<file path="src/rtl/ray_stepper_arbiter_if.sv">
// rtl/ray_stepper_arbiter_if.sv - requester/response bus between ray requesters and the stepper arbiter
interface ray_stepper_arbiter_if #(
  parameter int WIDTH = 16,
  parameter int N     = 4
);
  logic [N-1:0]                 reqValid;
  logic [N-1:0]                 reqReady;
  logic [N-1:0][2:0][WIDTH-1:0] reqQ;
  logic [N-1:0][2:0][WIDTH-1:0] reqV;
  logic [N-1:0][2:0][WIDTH-1:0] reqL;
  logic [N-1:0][2:0][WIDTH-1:0] reqU;
  logic [N-1:0]                 rspValid;
  logic [N-1:0]                 rspReady;
  logic [2:0][WIDTH-1:0]        rspQ;
  logic                         rspOutOfBounds;
  logic                         rspTimeout;

  modport master (
    output reqValid, reqQ, reqV, reqL, reqU, rspReady,
    input  reqReady, rspValid, rspQ, rspOutOfBounds, rspTimeout
  );

  modport slave (
    input  reqValid, reqQ, reqV, reqL, reqU, rspReady,
    output reqReady, rspValid, rspQ, rspOutOfBounds, rspTimeout
  );
endinterface

</file>
<file path="src/rtl/ray_stepper_arbiter.sv">
// rtl/ray_stepper_arbiter.sv - round-robin sharing of one ray stepper among N requesters
// Optional run watchdog enabled by defining RAY_ARB_WATCHDOG_EN.
module ray_stepper_arbiter #(
  parameter int WIDTH           = 16,
  parameter int N               = 4,
  parameter int WATCHDOG_CYCLES = 1024
) (
  input  logic                  clock,
  input  logic                  reset,
  ray_stepper_arbiter_if.slave  req,
  output logic                  busy,
  output logic                  stepReset,
  output logic                  stepStart,
  output logic [2:0][WIDTH-1:0] stepQ,
  output logic [2:0][WIDTH-1:0] stepV,
  output logic [2:0][WIDTH-1:0] stepL,
  output logic [2:0][WIDTH-1:0] stepU,
  input  logic                  stepDone,
  input  logic                  stepOutOfBounds,
  input  logic [2:0][WIDTH-1:0] stepQp
);
  localparam int IW = $clog2(N);

  if (N < 2 || N > 16 || WATCHDOG_CYCLES < 1) begin : g_param_check
    $error("ray_stepper_arbiter: unsupported parameter set");
  end

  typedef enum logic [1:0] {S_IDLE, S_START, S_BUSY, S_RESP} state_t;

  state_t                state, state_next;
  logic [IW-1:0]         ptr, owner, winner;
  logic [2:0][WIDTH-1:0] op_q, op_v, op_l, op_u, rsp_q;
  logic                  rsp_oob;
  logic [N-1:0]          req_ready, rsp_valid;
  logic                  grant, complete, abort, wd_hit;

  // First pending requester after the last winner, wrapping at N.
  function automatic logic [IW-1:0] rr_pick(input logic [N-1:0] valid, input logic [IW-1:0] last);
    logic [IW-1:0] pick;
    logic [IW-1:0] idx_v;
    logic          found;
    int            idx;
    pick  = '0;
    idx_v = '0;
    found = 1'b0;
    for (int k = 1; k <= N; k++) begin
      idx = int'(last) + k;
      if (idx >= N) idx = idx - N;
      idx_v = IW'(idx);
      if (!found && valid[idx_v]) begin
        found = 1'b1;
        pick  = idx_v;
      end
    end
    return pick;
  endfunction

  assign winner = rr_pick(req.reqValid, ptr);

  always_comb begin
    state_next = state;
    req_ready  = '0;
    rsp_valid  = '0;
    stepStart  = 1'b0;
    grant      = 1'b0;
    complete   = 1'b0;
    abort      = 1'b0;
    case (state)
      S_IDLE: begin
        if (|req.reqValid) begin
          grant             = 1'b1;
          req_ready[winner] = 1'b1;
          state_next        = S_START;
        end
      end
      S_START: begin
        stepStart  = 1'b1;
        state_next = S_BUSY;
      end
      S_BUSY: begin
        // Completion takes priority over a coincident watchdog limit.
        if (stepDone) begin
          complete   = 1'b1;
          state_next = S_RESP;
        end else if (wd_hit) begin
          abort      = 1'b1;
          state_next = S_RESP;
        end
      end
      S_RESP: begin
        rsp_valid[owner] = 1'b1;
        if (req.rspReady[owner]) state_next = S_IDLE;
      end
      default: state_next = S_IDLE;
    endcase
  end

  always_ff @(posedge clock) begin
    if (reset) begin
      state   <= S_IDLE;
      ptr     <= IW'(N - 1);
      owner   <= '0;
      op_q    <= '0;
      op_v    <= '0;
      op_l    <= '0;
      op_u    <= '0;
      rsp_q   <= '0;
      rsp_oob <= 1'b0;
    end else begin
      state <= state_next;
      if (grant) begin
        ptr   <= winner;
        owner <= winner;
        op_q  <= req.reqQ[winner];
        op_v  <= req.reqV[winner];
        op_l  <= req.reqL[winner];
        op_u  <= req.reqU[winner];
      end
      if (complete) begin
        rsp_q   <= stepQp;
        rsp_oob <= stepOutOfBounds;
      end else if (abort) begin
        rsp_q   <= stepQp;
        rsp_oob <= 1'b0;
      end
    end
  end

`ifdef RAY_ARB_WATCHDOG_EN
  localparam int WDW = $clog2(WATCHDOG_CYCLES + 1);

  logic [WDW-1:0] wd_cnt;
  logic           rsp_to;

  // Fires in the BUSY cycle that completes WATCHDOG_CYCLES cycles of waiting.
  assign wd_hit = (state == S_BUSY) && (wd_cnt == WDW'(WATCHDOG_CYCLES - 1));

  always_ff @(posedge clock) begin
    if (reset) begin
      wd_cnt <= '0;
      rsp_to <= 1'b0;
    end else begin
      if (state == S_START) wd_cnt <= '0;
      else if (state == S_BUSY) wd_cnt <= wd_cnt + 1'b1;
      if (complete) rsp_to <= 1'b0;
      else if (abort) rsp_to <= 1'b1;
    end
  end

  assign req.rspTimeout = rsp_to;
`else
  assign wd_hit         = 1'b0;
  assign req.rspTimeout = 1'b0;
`endif

  assign req.reqReady       = req_ready;
  assign req.rspValid       = rsp_valid;
  assign req.rspQ           = rsp_q;
  assign req.rspOutOfBounds = rsp_oob;
  assign busy               = (state != S_IDLE);
  assign stepReset          = reset | abort;
  assign stepQ              = op_q;
  assign stepV              = op_v;
  assign stepL              = op_l;
  assign stepU              = op_u;
endmodule

</file>
<file path="src/flat_wrapper.sv">
// flat-port wrapper written by rule: the top's interface ports become plain ports
module ray_stepper_arbiter_flat 
#(
  parameter int WIDTH           = 16,
  parameter int N               = 4,
  parameter int WATCHDOG_CYCLES = 1024
)
  (clock, reset, busy, stepReset, stepStart, stepQ, stepV, stepL, stepU, stepDone, stepOutOfBounds, stepQp, req_reqValid, req_reqQ, req_reqV, req_reqL, req_reqU, req_rspReady, req_reqReady, req_rspValid, req_rspQ, req_rspOutOfBounds, req_rspTimeout);
  ray_stepper_arbiter_if #(.WIDTH(WIDTH), .N(N)) req_i ();
  input  logic clock;
  input  logic reset;
  output logic busy;
  output logic stepReset;
  output logic stepStart;
  output logic [2:0][WIDTH-1:0] stepQ;
  output logic [2:0][WIDTH-1:0] stepV;
  output logic [2:0][WIDTH-1:0] stepL;
  output logic [2:0][WIDTH-1:0] stepU;
  input  logic stepDone;
  input  logic stepOutOfBounds;
  input  logic [2:0][WIDTH-1:0] stepQp;
  input wire logic [$bits(req_i.reqValid)-1:0] req_reqValid;
  input wire logic [$bits(req_i.reqQ)-1:0] req_reqQ;
  input wire logic [$bits(req_i.reqV)-1:0] req_reqV;
  input wire logic [$bits(req_i.reqL)-1:0] req_reqL;
  input wire logic [$bits(req_i.reqU)-1:0] req_reqU;
  input wire logic [$bits(req_i.rspReady)-1:0] req_rspReady;
  output wire logic [$bits(req_i.reqReady)-1:0] req_reqReady;
  output wire logic [$bits(req_i.rspValid)-1:0] req_rspValid;
  output wire logic [$bits(req_i.rspQ)-1:0] req_rspQ;
  output wire logic [$bits(req_i.rspOutOfBounds)-1:0] req_rspOutOfBounds;
  output wire logic [$bits(req_i.rspTimeout)-1:0] req_rspTimeout;
  assign req_i.reqValid = req_reqValid;
  assign req_i.reqQ = req_reqQ;
  assign req_i.reqV = req_reqV;
  assign req_i.reqL = req_reqL;
  assign req_i.reqU = req_reqU;
  assign req_i.rspReady = req_rspReady;
  assign req_reqReady = req_i.reqReady;
  assign req_rspValid = req_i.rspValid;
  assign req_rspQ = req_i.rspQ;
  assign req_rspOutOfBounds = req_i.rspOutOfBounds;
  assign req_rspTimeout = req_i.rspTimeout;
  ray_stepper_arbiter #(.WIDTH(WIDTH), .N(N), .WATCHDOG_CYCLES(WATCHDOG_CYCLES)) u_core (.clock(clock), .reset(reset), .req(req_i), .busy(busy), .stepReset(stepReset), .stepStart(stepStart), .stepQ(stepQ), .stepV(stepV), .stepL(stepL), .stepU(stepU), .stepDone(stepDone), .stepOutOfBounds(stepOutOfBounds), .stepQp(stepQp));
endmodule
</file>
<file path="config.mk">
export PLATFORM = sky130hd
export DESIGN_NAME = ray_stepper_arbiter_flat
export DESIGN_NICKNAME = d
export VERILOG_FILES = /design/src/rtl/ray_stepper_arbiter_if.sv /design/src/rtl/ray_stepper_arbiter.sv /design/src/flat_wrapper.sv
export SDC_FILE = /design/constraint.sdc
export NUM_CORES = 1
export LEC_CHECK = 0
export ABC_AREA = 0
export CAP_MARGIN = 10
export CORE_AREA = 2 2 424 426
export DETAILED_ROUTE_END_ITERATION = 7
export DIE_AREA = 0 0 426 428
export PLACE_DENSITY_LB_ADDON = 0.08
export SYNTH_ARGS = -nofsm -noshare
export SYNTH_HDL_FRONTEND = slang
export SYNTH_SLANG_ARGS = --single-unit
</file>
<file path="constraint.sdc">
create_clock -name clock -period 2.4 [get_ports clock]
set_input_delay 0.72 -clock clock [delete_from_list [all_inputs] [get_ports clock]]
set_output_delay 0.72 -clock clock [all_outputs]
set_load 0.05 [all_outputs]
</file>
# --- Word-level counts from Yosys, hierarchy flattened ---
# Cells that the tools add are included.
word_totals:
  input_bits: 828
  out_inout_bits: 253
  register_bits: 247
  word_cells: 104
classes:
  magnitude_cmp: 12
  eq_ne: 6
  muxes: 47
  n_reduce_logical: 12
  addsub: 8
op_table:
  columns: ["cell", "n"]
  rows:
  - ["48-bit binary-select mux with 2-bit select", 4]
  - ["48-bit 2-to-1 mux", 5]
  - ["2-bit 2-to-1 mux", 11]
  - ["2-bit by 3-bit < comparator with 1-bit output (second input constant)", 6]
  - ["1-bit 2-to-1 mux", 16]
  - ["4-bit 2-to-1 mux", 3]
  - ["1-bit binary-select mux with 2-bit select", 5]
  - ["3-bit >= comparator (second input constant)", 3]
  - ["2-bit case mux with 4 select lines", 1]
  - ["2-bit by 1-bit subtractor with 2-bit output (second input constant)", 4]
  - ["2-bit by 2-bit adder with 3-bit output (second input constant)", 2]
  - ["1-bit logical AND", 5]
  - ["2-bit by 3-bit adder with 4-bit output (second input constant)", 1]
  - ["1-bit demux with 2-bit select", 2]
  - ["2-bit equality test (second input constant)", 2]
  - ["2-bit by 1-bit >= comparator with 1-bit output (second input constant)", 2]
  - ["4-bit by 3-bit >= comparator with 1-bit output (second input constant)", 1]
  - ["2-bit by 1-bit != test with 1-bit output (second input constant)", 2]
  - ["4-bit OR reduction", 1]
  - ["2-bit by 1-bit adder with 3-bit output (second input constant)", 1]
  - ["1-bit logical NOT", 3]
  - ["3-bit AND reduction", 1]
  - ["2-bit by 1-bit equality test with 1-bit output (second input constant)", 1]
  - ["2-bit logical NOT", 1]
  - ["2 further kinds", 2]

# --- Longest topological paths before layout ---
depth:
  ltp_word: 21
  depth_mapped: 10
  ltp_nobuf: 7

# --- Worst setup path before layout ---
# OpenSTA, ideal clock, no wires.
synth_path:
  path_kind: "input -> output"
  start: "input port req_reqValid[2]"
  end: "output port req_reqReady[1]"
  path_buffers: 3
  slack_ps: -631
  required_ps: 1680
  cell_stages: 7
  arrival_time_ps: 2311
  path_cell_list: "nand2b_1 > a21o_1 > and3_1 > buf_4 > buf_6 > buf_6 > nor2_1"
synth_via:
  elab_chain_len: 18
  word_cells_on_any_way: 29
  classes_between: "2 x order compare; 19 x mux; 8 x reduce/logical"
synth_rtl:
  columns: ["item", "line_no", "text"]
  rows:
  - ["from (decl)", "flat_wrapper.sv:22", "input wire logic [$bits(req_i.reqValid)-1:0] req_reqValid;"]
  - ["1-bit binary-select mux with 2-bit select", "ray_stepper_arbiter.sv:50", "if (!found && valid[idx_v]) begin"]
  - ["1-bit 2-to-1 mux (not written as such)", "ray_stepper_arbiter.sv:50", null]
  - ["1-bit 2-to-1 mux", "ray_stepper_arbiter.sv:50", null]
  - ["1-bit logical NOT", "ray_stepper_arbiter.sv:50", null]
  - ["1-bit logical AND", "ray_stepper_arbiter.sv:50", null]
  - ["1-bit 2-to-1 mux", "ray_stepper_arbiter.sv:50", null]
  - ["1-bit logical NOT", "ray_stepper_arbiter.sv:50", null]
  - ["1-bit logical AND", "ray_stepper_arbiter.sv:50", null]
  - ["[2 not listed]", null, null]
  - ["1-bit logical AND", "ray_stepper_arbiter.sv:50", null]
  - ["2-bit 2-to-1 mux", "ray_stepper_arbiter.sv:50", null]
  - ["2-bit by 3-bit < comparator with 1-bit output (not written as such) / 2-bit by 1-bit >= comparator with 1-bit output (equally long branches)", "ray_stepper_arbiter.sv:72", "req_ready[winner] = 1'b1;"]
  - ["1-bit logical AND (not written as such)", "ray_stepper_arbiter.sv:72", null]
  - ["1-bit 2-to-1 mux (not written as such)", "ray_stepper_arbiter.sv:72", null]
  - ["1-bit demux with 2-bit select", null, null]
  - ["4-bit 2-to-1 mux (*)", "ray_stepper_arbiter.sv:70", "if (|req.reqValid) begin"]
  - ["4-bit 2-to-1 mux (*)", "ray_stepper_arbiter.sv:68", "case (state)"]
  - ["to (decl)", "flat_wrapper.sv:28", "output wire logic [$bits(req_i.reqReady)-1:0] req_reqReady;"]
# Mark *: on every way between the ends. The rest lies on a longest branch, timed or not. The select of a mux whose other input is x is not followed.

# --- Worst setup path in the final report ---
layout_path:
  start: "input port req_reqValid[3]"
  end: "output port req_reqReady[2]"
# The elaborated chain is that of the path after synthesis.

==> impl_results.md <==
- Root Driver: clkbuf_16
- DIE WIDTH: 426 um
- Final hold violations: 0
- Worst hold stages: 2
- Critical path depth in cells: 8
- Post-layout min period: 2.678 ns
- Total congestion overflow: 0
- FF+latch count, synth: 247
- Vias: approximately 18k
- Post-synthesis mux area share: 0.1232
- CP max FO: 6
- Largest stage delay, worst path: around 0.22 ns
- Avg Vias per Cell: about 3.5
- Sequential fraction of the synthesis area: 0.3117
- Failing checks: setup timing
- Max Cap Viol: 0
- Worst Skew: 0.03451 ns
- Crit-path leading delay family: buffers and inverters
- Yosys cell types: 39
- Port Buffer Count: 1079
- Initial Utilization: 0.08929
- Worst-margin pin slew: 0.6220 ns
- Nets@finish: approximately 3.6k
- Worst Hold Class: reg -> reg
- Worst setup EP type: output port
- Reg clk slew, reported paths: 0.05 ns
- Layout area overhead: 105.3%
- Fmax: 373.3 MHz
- Async S/R FF share, synth: 0
- PnR Total Power: 37490 uW
- CP Launch Type: input pin
- Ratio of cells with drive above 1 in the final layout: 0.2643
- Status: finished with violations
- Post-synthesis adder-cell area fraction: 0.003155
- Global Route Usage Sum: 0.1516
- Core area: 177600 um^2
- Row Count: ~160
- Post-Synthesis Mean Instance Area: between 9 and 10 um^2
- PwrDens: roughly 1200 nW/um^2
- Crit path DAT: ~2.0 ns
- WL final: 143600 um
- Worst EP required: 1.68 ns
- Number of hold buffers added after cts: 0
- CP bufs+invs: 4
- Endpoints failing setup: 5
- Static leakage: 0.01266 uW
- Count of final max-slew check failures: 0
- Initial DRC count: 771
- Largest family of logic cells by synthesized area: compound AO/OA/AOI/OAI gates
- Worst rel slew slack: 0.5870
- Remaining antenna violation count: 0
- Xor/xnor share of the synthesized area: 0
- Vias in the first global route: between 15k and 20k
- Die height: about 430 um
- Antenna violations before repair: 24
- Number of buffers created by CTS: 44
- Crit Path Category: in -> out
- Top-count cell post-synth: dfxtp_1
- Main synth FF type: dfxtp_1
- Top cell type's share of synthesized area: 0.3117
- Cell taking the most area after synthesis: dfxtp_1
- Syn_nets: around 2.4k
- Final HPWL DP: 117900 um
- CP max-delay cell: clkdlybuf4s15_2
- CTS max path bufs: 3
- Post-Synthesis Cells: 1600
- Largest net degree at the start of global routing: between 90 and 100
- Yosys warning count: 0
- Clk sinks: between 200 and 250
- RSZ-0062 raised after global routing: true
- First-pass GRT wire length: 187800 um
- Mapped Area: 15860 um^2
- Pre-CTS WS: -1.480 ns
- Compound-Gate Fraction of Synth Area: 0.3835
- Most frequent CP cell: buf_12
- CTS tree: done
- VDD IR-drop max: 0.4446 mV
- Drt first pass iters: 8
- Simple-Gate Fraction of Synth Area: 0.1119
- Fin crit share: 1.116
- Top cells by area, synth: dfxtp_1, a221oi_2, mux2i_1, o21bai_1, and2_1
- Layout Utilization: 0.1833
- Post-route worst setup slack: -0.2785 ns
- Path depth of the worst reg2reg path: 10
- Area after DPL: 30800 um^2
- Most instantiated cells after synthesis: dfxtp_1, and2_1, mux2i_1
- Final GP Congestion: roughly 0.83
- Routed WL per cell: about 28 um
- DRC: 0
- Die area: 182300 um^2
- Worst-path cell chain: clkdlybuf4s15_2 > nor2b_4 > o21ai_4 > buf_12 > nand3_4 > buf_12 > nor2_4 > buf_12
- Post-route cell area: 32570 um^2
- EDFF count, synth: 0
- IO Pins: between 1k and 1.5k
- Clk_lat worst skew: about 0.62 ns
- Depth of the CTS H-tree: 2
## worst reg2reg max path, stage by stage (launching register included)
cell and delay [ns]:
dfxtp_4 0.37, nand2b_4 0.13, a21o_1 0.19, and3_4 0.24
buf_12 0.13, buf_4 0.14, buf_12 0.21, buf_4 0.23
mux2i_1 0.35, buf_4 0.18, a211oi_2 0.05
## final timing paths
kind                                          from                          endpoint  slack, ns
setup / recovery                   req_reqValid[3]                   req_reqReady[2]      -0.28
hold / removal    u_core.req.rspQ[10]$_SDFFE_PP0P_  u_core.req.rspQ[10]$_SDFFE_PP0P_       0.45
setup reg to reg        u_core.ptr[0]$_SDFFE_PP1P_     u_core.stepL[26]$_SDFFE_PP0P_       0.07
hold reg to reg   u_core.req.rspQ[10]$_SDFFE_PP0P_  u_core.req.rspQ[10]$_SDFFE_PP0P_       0.45
## registers in the layout, summed over array words and instances, names as in the netlist
name                       count
u_core.stepU                  48
u_core.stepQ                  48
u_core.owner                   2
u_core.stepL                  48
u_core.req.rspQ               48
u_core.state                   2
u_core.stepV                  48
u_core.ptr                     2
u_core.req.rspOutOfBounds      1
## final cells by class
type,instances,area (um^2)
multi-input cells,1160,10190
clock buffers,65,1331
flip-flops and latches,247,4960
fillers,19770,145100
well taps,2355,2947
inverters,4,20.02
repair buffers,1331,12900
diodes,10,25.02
clock inverters,16,195.2
## where the power goes
group / switching, uW / internal (uW) / total, uW
logic: 15000 / 8720 / 23700
registers: 1240 / 5550 / 6780
clock network: 2710 / 4250 / 6970
total: 19000 / 18500 / 37500
## cells by family (layout without fill, tap and decap cells)
kind of cell,count (synthesis),in the layout
simple gates,326,326
buf+inv,193,1416
mux,194,194
fa+ha+maj,4,4
flops,247,247
compound gates,635,635
other cells,1,11
## routing by layer
layer,track usage,wire length (um)
met1,0.1749,57590
met2,0.2818,75680
met3,0.03507,7923
met4,0.02908,2355
met5,0,14
## what timing repair did
action / CTS / global route
gates resized for setup: 175 / 21
pin swaps: 5 / 8
buffers inserted: 10 / 3
endpoints found under the hold margin: 0 / 0
endpoints found under the setup margin: 306 / 15
## per-stage QoR
step,hold WS (ns),cells,TNS [ns]
6_report,0.4511,5188,-1.065
5_1_grt,0.4672,5185,-1.525
3_3_place_gp,0.4430,5086,-190.78
4_1_cts,0.4539,5175,-1.521
3_5_place_dp,0.4484,5086,-182.92
2_1_floorplan,0.4938,1600,-0.3495
## layout by cell type (no fill, tap or decap), types with 3 or more instances in the layout
cell / instances
nand2_1: 100
buf_8: 3
dfxtp_4: 3
dlygate4sd2_1: 104
clkdlybuf4s50_1: 822
a211oi_1: 140
a21oi_1: 52
nand2b_4: 3
buf_2: 3
clkinv_2: 7
dfxtp_1: 241
a221oi_1: 44
dfxtp_2: 3
a211oi_2: 53
clkbuf_8: 13
nor2_4: 6
buf_12: 55
clkbuf_16: 45
and2_1: 192
a221oi_2: 149
buf_6: 4
mux2i_4: 7
bufinv_16: 4
buf_4: 338
clkbuf_1: 7
clkinvlp_4: 3
mux2i_1: 165
diode_2: 10
o21bai_1: 192
nor2_1: 5
mux2i_2: 21
(Power assumes the default switching activity.)
